[config.mk]
export PLATFORM = sky130hd
export DESIGN_NAME = ad9739_init_seq
export DESIGN_NICKNAME = d
export VERILOG_FILES = /design/src/rtl/ad9739_pkg.sv /design/src/rtl/ad9739_init_rom.sv /design/src/rtl/ad9739_init_seq.sv
export SDC_FILE = /design/constraint.sdc
export NUM_CORES = 1
export LEC_CHECK = 0
export CAP_MARGIN = 5
export CORE_MARGIN = 2
export CORE_UTILIZATION = 56
export DETAILED_ROUTE_END_ITERATION = 7
export GPL_TIMING_DRIVEN = 1
export PLACE_DENSITY = 0.92
export REMOVE_ABC_BUFFERS = 1
export SLEW_MARGIN = 25
export SYNTH_ARGS = -nofsm -noshare
export SYNTH_HDL_FRONTEND = slang
export SYNTH_SLANG_ARGS = --single-unit
[constraint.sdc]
create_clock -name clk -period 3 [get_ports clk]
set_clock_uncertainty 0.2 [all_clocks]
set_input_delay 0.6 -clock clk [delete_from_list [all_inputs] [get_ports clk]]
set_output_delay 0.6 -clock clk [all_outputs]
set_load 0.05 [all_outputs]
[src/rtl/ad9739_pkg.sv]
// Shared types and constants for the AD9739 power-up sequencer.
// Retry behaviour is selected with the AD9739_RETRY_EN macro in ad9739_init_seq.
package ad9739_pkg;

  typedef enum logic [3:0] {
    StIdle,
    StWrMu,
    StWaitMu,
    StRdMu,
    StWrLvds,
    StWaitLvds,
    StRdLvds,
    StDone,
    StFail
  } seq_state_e;

  localparam int unsigned TableDepth = 16;
  localparam int unsigned IdxW       = $clog2(TableDepth);

  localparam logic [IdxW-1:0] MuFirst   = 4'd0;
  localparam logic [IdxW-1:0] MuLast    = 4'd11;
  localparam logic [IdxW-1:0] LvdsFirst = 4'd12;
  localparam logic [IdxW-1:0] LvdsLast  = 4'd15;

  localparam logic [6:0] MuStatAddr   = 7'h2A;
  localparam logic [6:0] LvdsStatAddr = 7'h21;

  localparam int unsigned LockBit = 0;

endpackage

[src/rtl/ad9739_init_rom.sv]
// Register write table for AD9739 bring-up: MU controller entries 0..11,
// LVDS receiver entries 12..15.
module ad9739_init_rom
  import ad9739_pkg::*;
(
  input  logic [IdxW-1:0] index,
  output logic [6:0]      addr,
  output logic [7:0]      data
);

  always_comb begin
    addr = 7'h00;
    data = 8'h00;
    case (index)
      4'd0:  begin addr = 7'h00; data = 8'h00; end
      4'd1:  begin addr = 7'h00; data = 8'h20; end  // soft reset pulse
      4'd2:  begin addr = 7'h00; data = 8'h00; end
      4'd3:  begin addr = 7'h22; data = 8'h0F; end
      4'd4:  begin addr = 7'h23; data = 8'h0F; end
      4'd5:  begin addr = 7'h24; data = 8'h30; end
      4'd6:  begin addr = 7'h25; data = 8'h80; end
      4'd7:  begin addr = 7'h27; data = 8'h42; end
      4'd8:  begin addr = 7'h28; data = 8'h6C; end
      4'd9:  begin addr = 7'h29; data = 8'hCB; end
      4'd10: begin addr = 7'h26; data = 8'h02; end
      4'd11: begin addr = 7'h26; data = 8'h03; end  // MU enable
      4'd12: begin addr = 7'h13; data = 8'h72; end
      4'd13: begin addr = 7'h10; data = 8'h00; end
      4'd14: begin addr = 7'h10; data = 8'h02; end
      4'd15: begin addr = 7'h10; data = 8'h03; end  // LVDS enable
      default: begin addr = 7'h00; data = 8'h00; end
    endcase
  end

endmodule

[src/rtl/ad9739_init_seq.sv]
// AD9739 power-up sequencer: table writes and lock polling over a req/ack SPI engine.
// Define AD9739_RETRY_EN to restart the whole sequence up to MAX_RETRY times on a lock failure.
module ad9739_init_seq
  import ad9739_pkg::*;
#(
  parameter int unsigned WAIT_MU_CYC   = 200,
  parameter int unsigned WAIT_LVDS_CYC = 169,
  parameter int unsigned POLL_MAX      = 16,
  parameter int unsigned MAX_RETRY     = 3
) (
  input  logic       clk,
  input  logic       reset,
  input  logic       start,
  output logic       spi_req,
  output logic       spi_rw,
  output logic [6:0] spi_addr,
  output logic [7:0] spi_wdata,
  input  logic       spi_ack,
  input  logic [7:0] spi_rdata,
  output logic       busy,
  output logic       done,
  output logic       fail,
  output logic       fail_phase
);

  localparam int unsigned WaitMax = (WAIT_MU_CYC > WAIT_LVDS_CYC) ? WAIT_MU_CYC : WAIT_LVDS_CYC;
  localparam int unsigned WaitW   = (WaitMax > 1) ? $clog2(WaitMax) : 1;
  localparam int unsigned PollW   = $clog2(POLL_MAX + 1);

  localparam logic [WaitW-1:0] WaitMuLast   = WaitW'(WAIT_MU_CYC - 1);
  localparam logic [WaitW-1:0] WaitLvdsLast = WaitW'(WAIT_LVDS_CYC - 1);
  localparam logic [PollW-1:0] PollLast     = PollW'(POLL_MAX - 1);

  seq_state_e       state;
  logic [IdxW-1:0]  idx;
  logic [WaitW-1:0] wait_cnt;
  logic [PollW-1:0] poll_cnt;
  logic [6:0]       rom_addr;
  logic [7:0]       rom_data;
  logic             lock;
  logic             xfer_done;
  logic             retry_ok;
  logic             unused_rdata;

  assign lock         = spi_rdata[LockBit];
  assign xfer_done    = spi_req & spi_ack;
  assign unused_rdata = ^spi_rdata;

  ad9739_init_rom u_rom (
    .index (idx),
    .addr  (rom_addr),
    .data  (rom_data)
  );

`ifdef AD9739_RETRY_EN
  localparam int unsigned RetryW = (MAX_RETRY > 0) ? $clog2(MAX_RETRY + 1) : 1;

  logic [RetryW-1:0] retry_cnt;
  logic              start_ok;
  logic              phase_fail;

  assign start_ok   = start & (state == StIdle || state == StDone || state == StFail);
  assign phase_fail = xfer_done & ~lock & (poll_cnt == PollLast) &
                      (state == StRdMu || state == StRdLvds);
  assign retry_ok   = (retry_cnt < RetryW'(MAX_RETRY));

  always_ff @(posedge clk) begin
    if (reset) begin
      retry_cnt <= '0;
    end else if (start_ok) begin
      retry_cnt <= '0;
    end else if (phase_fail && retry_ok) begin
      retry_cnt <= retry_cnt + 1'b1;
    end
  end
`else
  logic unused_max_retry;

  assign retry_ok         = 1'b0;
  assign unused_max_retry = (MAX_RETRY != 0);
`endif

  always_ff @(posedge clk) begin
    if (reset) begin
      state      <= StIdle;
      idx        <= MuFirst;
      wait_cnt   <= '0;
      poll_cnt   <= '0;
      spi_req    <= 1'b0;
      spi_rw     <= 1'b0;
      spi_addr   <= 7'h00;
      spi_wdata  <= 8'h00;
      busy       <= 1'b0;
      done       <= 1'b0;
      fail       <= 1'b0;
      fail_phase <= 1'b0;
    end else begin
      case (state)
        StIdle, StDone, StFail: begin
          if (start) begin
            state      <= StWrMu;
            idx        <= MuFirst;
            wait_cnt   <= '0;
            poll_cnt   <= '0;
            busy       <= 1'b1;
            done       <= 1'b0;
            fail       <= 1'b0;
            fail_phase <= 1'b0;
          end
        end

        // The cycle after an ack has req low, which gives the mandatory idle gap.
        StWrMu, StWrLvds: begin
          if (!spi_req) begin
            spi_req   <= 1'b1;
            spi_rw    <= 1'b0;
            spi_addr  <= rom_addr;
            spi_wdata <= rom_data;
          end else if (spi_ack) begin
            spi_req <= 1'b0;
            if (state == StWrMu && idx == MuLast) begin
              state    <= StWaitMu;
              wait_cnt <= '0;
              poll_cnt <= '0;
            end else if (state == StWrLvds && idx == LvdsLast) begin
              state    <= StWaitLvds;
              wait_cnt <= '0;
              poll_cnt <= '0;
            end else begin
              idx <= idx + 1'b1;
            end
          end
        end

        // Read request is launched on the last wait cycle so req-low spans exactly the wait.
        StWaitMu, StWaitLvds: begin
          if (wait_cnt == ((state == StWaitMu) ? WaitMuLast : WaitLvdsLast)) begin
            wait_cnt  <= '0;
            state     <= (state == StWaitMu) ? StRdMu : StRdLvds;
            spi_req   <= 1'b1;
            spi_rw    <= 1'b1;
            spi_addr  <= (state == StWaitMu) ? MuStatAddr : LvdsStatAddr;
            spi_wdata <= 8'h00;
          end else begin
            wait_cnt <= wait_cnt + 1'b1;
          end
        end

        StRdMu, StRdLvds: begin
          if (xfer_done) begin
            spi_req <= 1'b0;
            if (lock) begin
              if (state == StRdMu) begin
                state <= StWrLvds;
                idx   <= LvdsFirst;
              end else begin
                state <= StDone;
                busy  <= 1'b0;
                done  <= 1'b1;
              end
            end else if (poll_cnt == PollLast) begin
              if (retry_ok) begin
                state    <= StWrMu;
                idx      <= MuFirst;
                wait_cnt <= '0;
                poll_cnt <= '0;
              end else begin
                state      <= StFail;
                busy       <= 1'b0;
                fail       <= 1'b1;
                fail_phase <= (state == StRdLvds);
              end
            end else begin
              poll_cnt <= poll_cnt + 1'b1;
              wait_cnt <= '0;
              state    <= (state == StRdMu) ? StWaitMu : StWaitLvds;
            end
          end
        end

        default: state <= StIdle;
      endcase
    end
  end

endmodule
# After elaboration in Yosys (flattened, before gate mapping)
# Memories as Yosys holds them, arrays and structs flattened. A register that Yosys moved wholly into a read port is not among the register bits.
# Cells that the tools add are included.
[totals] ff_bits=42 latch_bits=0 ram_bits=0 rom_bits=224 word_cells=144 mem_count=1
[memory_table] memory="(no name shown)" depth=16 word_bits=14 rd=1 rd_clocked_by_memory_dff=1 write_ports=0 line_no="ad9739_init_rom.sv:14" text="case (index)"
[op_classes] addsub=3 n_mul=0 n_div=0 order_cmp=0 n_eq_ne=29 shift=0 n_mux=77 bitwise_logic=1 reduce_logical=21
[op_table] op="two-way mux 8 bit" count=11
[op_table] op="two-way mux 4 bit" count=20
[op_table] op="two-way mux 5 bit" count=8
[op_table] op="one-hot mux 8 bit (4 select lines)" count=1
[op_table] op="!= test 2 bit (second input constant)" count=14
[op_table] op="two-way mux 7 bit" count=3
[op_table] op="two-way mux 1 bit" count=20
[op_table] op="== test 4 x 3 -> 1 bit (second input constant)" count=4
[op_table] op="one-hot mux 4 bit (4 select lines)" count=1
[op_table] op="one-hot mux 8 bit (2 select lines)" count=1
[op_table] op="AND reduction 8 bit" count=2
[op_table] op="one-hot mux 5 bit (3 select lines)" count=1
[op_table] op="AND reduction 5 bit" count=3
[op_table] op="one-hot mux 7 bit (2 select lines)" count=1
[op_table] op="== test 4 bit (second input constant)" count=3
[op_table] op="one-hot mux 4 bit (3 select lines)" count=1
[op_table] op="one-hot mux 1 bit (2 select lines)" count=5
[op_table] op="!= test 3 bit (second input constant)" count=3
[op_table] op="AND reduction 9 bit" count=1
[op_table] op="adder 8 x 1 -> 8 bit (second input constant)" count=1
[op_table] op="== test 4 x 2 -> 1 bit (second input constant)" count=2
[op_table] op="== test 8 bit" count=1
[op_table] op="two-way mux 3 bit" count=2
[op_table] op="AND reduction 3 bit" count=2
[op_table] op="other kinds (15)" count=20

# Depth between registers and ports, before layout
# Gate-level depths: netlist (run 1).
[depth] ltp_word=9 ltp_mapped=13 mapped_depth_nobuf=12

# Cells and area by module
# Synthesis (run 1) repeated with hierarchy kept, for this count alone.
[unflattened] hier_cells=320 hier_area_um2=2735.1
[by_module_without_submodules] mod="ad9739_init_seq" n_inst=1 cells_per_inst=276 area_each_um2=2421.1
[by_module_without_submodules] mod="ad9739_init_rom" n_inst=1 cells_per_inst=44 area_each_um2=314.1

# Worst setup path before layout (run 1)
# Ideal clock, no wire load.
[synth_timing] path_kind="reg-to-reg" startpoint="register spi_req" endpoint="register u_rom.data[6] (netlist name)" setup_ns=0.122 arrival_ns=2.645 required_time_ns=2.678 path_slack_ns=0.033 path_stages_with_launch=12 period_less_slack_ns=2.967 path_cell_list="dfxtp_1 nand2_1 and3_1 a21oi_1 and3_1 buf_6 mux2i_1 nor2_1 inv_1 ha_1 and3_1 a311o_1"
[synth_between] elab_chain_cells=5
[synth_rtl] item="start, declared" line_no="ad9739_init_seq.sv:14" text="output logic spi_req,"
[synth_rtl] item="start signal, assigned" line_no="ad9739_init_seq.sv:89" text="spi_req <= 1'b0;"
[synth_rtl] item="start signal, assigned" line_no="ad9739_init_seq.sv:115" text="spi_req <= 1'b1;"
[synth_rtl] item="start signal, assigned" line_no="ad9739_init_seq.sv:120" text="spi_req <= 1'b0;"
[synth_rtl] item="bitwise AND 1 bit" line_no="ad9739_init_seq.sv:46" text="assign xfer_done = spi_req & spi_ack;"
[synth_rtl] item="!= test 2 bit (no line)"
[synth_rtl] item="AND reduction 9 bit (no line) *"
[synth_rtl] item="two-way mux 4 bit (no line) * (2 in series)"
# Every way passes the cells marked *; elsewhere a longest branch is shown, timed or not.
# A chain may end at the register's enable or synchronous reset.

# Final worst setup path (run 1)
[layout_timing] startpoint="input port spi_rdata[0]" endpoint="register u_rom.data[6] (netlist name)"
[layout_between] elab_chain_cells=4
[layout_rtl] item="start, declared" line_no="ad9739_init_seq.sv:19" text="input logic [7:0] spi_rdata,"
[layout_rtl] item="!= test 2 bit (no line)"
[layout_rtl] item="AND reduction 9 bit (no line)"
[layout_rtl] item="two-way mux 4 bit (no line) (2 in series)"
# Every way passes these cells.

==> summary.md, run 1 <==
| Metric | Value |
|---|---|
| Core area | 5010 µm² |
| Fin area | 3570 µm² |
| Endpoints failing hold | 0 |
| Final hold slack | 0.273 ns |
| Largest net degree at the start of global routing | 24 |
| DR vias | 2,678 |
| Reg2Reg Setup Slack | 0.17 ns |
| Met2 wire length | 3670 µm |
| Final setup vio count | 0 |
| Via density | 5.75 |
| Final antenna-violating net count | 0 |
| Ports | 33 |
| Max clock buf depth | 2 |
| Initial Utilization | 57.2% |
| Number of different library cells in the post-synthesis netlist | 67 |
| TritonCTS buffer count | 5 |
| Fin crit period | 2.85 ns |
| WL met1 | 2970 µm |
| Crit Path Max Fanout | 3 |
| Post-synth top area cell | dfxtp_1 |
| Synth Cell Area | 2870 µm² |
| Initial antenna violation count | 0 |
| PnR worst setup slack | 0.145 ns |
| Power per cell area | 786 nW/µm² |
| Top_reg_cell synth | dfxtp_1 |
| DP Wirelength | 4960 µm |
| Synth async-reset ratio | 0% |
| Post-synth EDFFs | 0 |
| Total Wirelength | 7190 µm |
| Worst hold path class | reg -> reg |
| Worst-path clk slew | 0.10 ns |
| Share of cells above drive strength 1 | 19.7% |
| Fin crit share | 95.2% |
| Die width | 75.5 µm |
| Share of the synthesized area in the top cell type | 38.4% |
| Rel. slew slack | 64.8% |
| Worst-Skew Late Latency | 0.32 ns |
| # fillers | 378 |
| Total power | 2810 µW |
| R2R Path End | u_rom.data[6] |
| Fmax | 0.350 GHz |
| FF-to-FF path depth | 11 |
| DIE AREA | 5710 µm² |
| Top-count cell post-synth | dfxtp_1 |
| Vias in the first global route | 2,584 |
| CTS tree | built |
| Worst Tran Pin Value | 0.527 ns |
| Status | finished, final reports clean |
| Setup WS pre-CTS | -0.355 ns |
| Synth cell count leaders | dfxtp_1, nor2_1, nand2_1 |
| Gp weighted congestion | 0.941 |
| Mean post-synth cell area | 8.56 µm² |
| Port Buffer Count | 24 |
| # DRC | 0 |
| Hold Path Sink | spi_rw |
| CTS Sinks | 55 |
| CP Launch Type | primary input |
| Antenna diodes | 0 |
| FP Rows | 26 |
| Layout Nets | 417 |
| Area Growth Syn to Fin | 24.5% |
| Max VDD drop | 0.423 mV |
| Drt initial violations | 202 |
| HP Start | spi_rw |
| Leakage | 0.00142 µW |
| Yosys Warn Count | 0 |
| First-pass GRT wire length | 11,600 µm |
| Met3 wire length | 398 µm |
| R2r startpoint | state[2] |
| DR pass1 iterations | 4 |
| Post-synthesis instance total | 335 |
| Post-synthesis sequential area ratio | 38.4% |
| Slew Limit Fails | 0 |
| Worst EP arrival | 2.86 ns |
| Chip height | 75.5 µm |
| Reg area | 1100 µm² |
| Area contributors post-synth | dfxtp_1, nor2_1, ha_1, mux2i_1, a21oi_1 |
| Hold Path Cell Cnt | 2 |
| CP Class | in -> reg |
| WL/cell | 15.4 µm |
| Multi-input gate area | 1590 µm² |
| Placed cell area | 3430 µm² |
| Unrepaired setup endpoints after global routing | false |
| Max-cap viol count | 0 |
| Total gr overflow | 0 |
| Uppermost layer routed | met4 |
| Worst setup EP type | flop |
| H-tree levels | 2 |
| Root Buffer | clkbuf_8 |
| FF+latch count, synth | 55 |
| Gr usage total | 27.0% |
| Req. time, crit path | 3.01 ns |
## layout by cell type (no fill, tap or decap), drive strengths merged, types with 6 or more instances in the layout
cell	netlist	routed
ha	10	10
clkdlybuf4s50	0	23
a21oi	21	21
o21ai	15	15
xnor2	6	6
nor2	50	50
buf	10	48
nor3	9	9
dfxtp	55	55
nand3	12	12
nand2	26	26
mux2i	11	11
a22oi	11	11
inv	17	19
## layout make-up
type | count | share of cell area (%)
Clock inverter | 3 | 0.701
Clock buffer | 5 | 1.93
Tap cell | 70 | 2.45
Sequential cell | 55 | 30.9
Timing Repair Buffer | 72 | 17.3
Multi-Input combinational cell | 242 | 44.6
Inverter | 19 | 2.14
## logic make-up (layout without fill, tap and decap cells)
group	Yosys count	count (layout)	share of synthesized area, %
compound gates	78	78	19.2
mux	12	12	4.23
flops	55	55	38.4
other cells	1	1	0.131
fa+ha+maj	12	12	5.06
simple gates	129	129	22.3
buf+inv	38	99	7.07
xor+xnor	10	10	3.58
## power by group
part	switching (µW)	internal (µW)	total [µW]
Sequential	89.0	801	890
Combinational	825	657	1480
Clock	262	171	433
Total	1180	1630	2810
## state kept, by name, summed over array words and instances (netlist names), 4 cells and up
signal      count
spi_wdata       8
u_rom.data      8
wait_cnt        8
spi_addr        6
u_rom.addr      6
poll_cnt        5
idx             4
state           4
## worst max-delay path by stage
stage / start / end / depth (start not counted)
CTS: spi_ack / u_rom.data[1] / 11
finish: spi_rdata[0] / u_rom.data[6] / 11
global placement: spi_ack / u_rom.data[1] / 11
floorplan: spi_req / u_rom.data[6] / 10
global route: spi_rdata[0] / u_rom.data[1] / 11
detailed placement: spi_ack / u_rom.data[1] / 11
## layer usage
metal | GRT usage [%] | vias up
li1 | - | 1298
met1 | 31.8 | 1259
met2 | 46.1 | 102
met3 | 6.22 | 19
met4 | 13.3 | 0
met5 | 0 | -
## per-stage QoR
stage               util, %  TNS, ns  cells
floorplan                 -        0    316
global placement       68.5    -1.46    457
detailed placement     68.5    -3.01    457
CTS                    70.9        0    465
global route           71.2        0    466
finish                 71.2        0    466
## critical path, cell delays in order
cell and delay [ns]:
clkdlybuf4s50_1 0.44, o211a_1 0.21, a31oi_1 0.14, o21ai_1 0.10, and3_4 0.22, mux2i_4 0.20, nor2_2 0.13, inv_1 0.09
ha_1 0.23, and3_1 0.19, a311o_1 0.31
## what timing repair did
action                                  4_1_cts  5_1_grt
endpoints found under the setup margin       10        8
resized for setup                             6        5
pin swaps                                     0        1
buffers inserted                              0        1
hold buffers                                  0        0
No activity file was read; power rests on OpenSTA's default activity.
==> run 2: changes to the inputs <==
--- a/config.mk
+++ b/config.mk
@@ -6,12 +6,13 @@
 export NUM_CORES = 1
 export LEC_CHECK = 0
 export CAP_MARGIN = 5
-export CORE_MARGIN = 2
-export CORE_UTILIZATION = 56
+export CELL_PAD_IN_SITES_DETAIL_PLACEMENT = 1
+export CELL_PAD_IN_SITES_GLOBAL_PLACEMENT = 2
+export CORE_MARGIN = 10
+export CORE_UTILIZATION = 34
 export DETAILED_ROUTE_END_ITERATION = 7
 export GPL_TIMING_DRIVEN = 1
-export PLACE_DENSITY = 0.92
-export REMOVE_ABC_BUFFERS = 1
+export PLACE_DENSITY = 0.91
 export SLEW_MARGIN = 25
 export SYNTH_ARGS = -nofsm -noshare
 export SYNTH_HDL_FRONTEND = slang
==> run 2 against run 1 <==
Against the previous run: first-iteration DRC count shrank 47%; count of clock-buffer cells in the layout unchanged; utilization decreased by 27 points; clock power rose by 4%; non-clock buffer count up 3; worst hold slack lost 0.0075 ns; flip-flop and latch count did not move; sequential share of layout area is 0.86 points lower; critical path depth unchanged; design area grew 2.6%; sequential power shrank 1%; routed wire length is 13% higher.
==> summary.md, run 2 (synthesis gave the netlist of run 1 again) <==
| Metric | Value |
|---|---|
| WL/cell | 16.2 µm |
| Core area | 8220 µm² |
| Critical path launch point | spi_rdata[0] |
| Status | finished, final reports clean |
| FF-to-FF path depth | 11 |
| Rel. slew slack | 56.4% |
| FP Rows | 33 |
| Final setup vio count | 0 |
| Drt initial violations | 107 |
| Crit Path Max Fanout | 4 |
| # DRC | 0 |
| CTS Sinks | 55 |
| Largest net degree at the start of global routing | 20 |
| Reg2Reg Setup Slack | 0.20 ns |
| Max clock buf depth | 2 |
| CTS tree | built |
| DP Wirelength | 6090 µm |
| Chip height | 112 µm |
| Worst hold path class | reg -> reg |
| M2 GR Usage | 22.6% |
| Endpoints failing hold | 0 |
| Setup TNS Final | 0 ns |
| H-tree levels | 2 |
| Initial antenna violation count | 0 |
| Worst Tran Pin Value | 0.655 ns |
| CP Class | in -> reg |
| Gr usage total | 12.7% |
| Total gr overflow | 0 |
| HP Start | poll_cnt[4] |
| Gp weighted congestion | 0.949 |
| Slew Limit Fails | 0 |
| Leakage | 0.00142 µW |
| Via density | 5.25 |
| DR pass1 iterations | 4 |
| Met3 global-route usage | 2.63% |
| Initial Utilization | 34.9% |
| Share of cells above drive strength 1 | 20.6% |
| CP Launch Type | primary input |
| GR peak layer | met2 |
| Commonest cells after routing, fill and taps aside | dfxtp_1, buf_4, nor2_1 |
| TritonCTS buffer count | 5 |
| Most common cell after layout, fill and taps aside | dfxtp_1 |
| Power per cell area | 803 nW/µm² |
| Port Buffer Count | 24 |
| Fin area | 3660 µm² |
| Vias in the first global route | 2,794 |
| Worst setup EP type | flop |
| Fin crit period | 2.86 ns |
| R2R Path End | u_rom.addr[0] |
| DIE AREA | 12,500 µm² |
| Fin crit share | 95.5% |
| DR vias | 2,647 |
| Setup WS pre-CTS | -0.376 ns |
| Root Buffer | clkbuf_8 |
| Area Growth Syn to Fin | 27.8% |
| Worst-path clk slew | 0.11 ns |
| Final antenna-violating net count | 0 |
| Total Wirelength | 8160 µm |
| Hold Path Sink | poll_cnt[4] |
| Hold Path Cell Cnt | 2 |
| Worst-Skew Late Latency | 0.32 ns |
| Req. time, crit path | 3.02 ns |
| GR Layer Usage met1 | 14.5% |
| Layout Nets | 420 |
| First-pass GRT wire length | 13,600 µm |
| Fmax | 0.349 GHz |
| R2r startpoint | state[2] |
| Die width | 112 µm |
| Ports | 33 |
| Max VDD drop | 0.305 mV |
| Antenna diodes | 0 |
| Max-cap viol count | 0 |
| Placed cell area | 3520 µm² |
| Worst EP arrival | 2.88 ns |
| Synthesized Nets | 357 |
| PnR worst setup slack | 0.136 ns |
run 2: cell types whose count changed in the layout (fill, tap and decap cells not counted), moves of 2 or more:
cell	delta
dfxtp_2	-2
buf_4	+2
inv_6	-2
dfxtp_1	+2
run 2: cell type report:
| type | count | area [µm²] |
|---|---|---|
| fill | 979 | 4550 |
| clock inverter | 3 | 27.5 |
| timing repair buffer | 75 | 648 |
| multi-input combinational | 242 | 1610 |
| clock buffer | 5 | 68.8 |
| inverter | 19 | 76.3 |
| tap | 105 | 131 |
| sequential | 55 | 1100 |
run 2: worst max path at each step:
stage,depth (start not counted),endpoint
floorplan,11,u_rom.data[6]
global placement,11,u_rom.data[1]
detailed placement,11,u_rom.addr[0]
CTS,11,u_rom.data[1]
global route,11,u_rom.data[1]
finish,11,u_rom.addr[0]
run 2: metrics by stage:
step	hold slack, ns	utilization, %	total power, µW	instances
after global placement	0.236	42.8	2370	496
after CTS	0.273	44.0	2880	504
after global routing	0.302	44.6	3150	504
final	0.265	44.6	2940	504
after detailed placement	0.257	42.8	2430	496
after floorplan	0.232	-	1810	335
run 2: worst max-delay path, cell delays in order:
cell and delay (ns):
clkdlybuf4s50_1 0.44, o211a_1 0.25, a31oi_1 0.21, o21ai_2 0.10, and3_4 0.20, mux2i_4 0.19
nor2_4 0.12, inv_1 0.09, ha_1 0.22, and3_1 0.17, a211o_1 0.28
run 2: routing by layer:
| metal | vias to the layer above | wire length (µm) |
|---|---|---|
| met2 | 39 | 4180 |
| met5 | - | 0 |
| li1 | 1303 | - |
| met3 | 13 | 297 |
| met4 | 0 | 119 |
| met1 | 1292 | 3560 |
run 2: report_power, final:
part	total, µW	internal (µW)	switching (µW)
combinational	1610	732	882
sequential	877	800	77.6
clock	450	172	278
run 2: timing repair:
action | in CTS | in global routing
setup endpoints to repair | 4 | 13
cloned | 0 | 0
hold buffers | 0 | 0
resized for setup | 1 | 11
setup buffers | 0 | 0
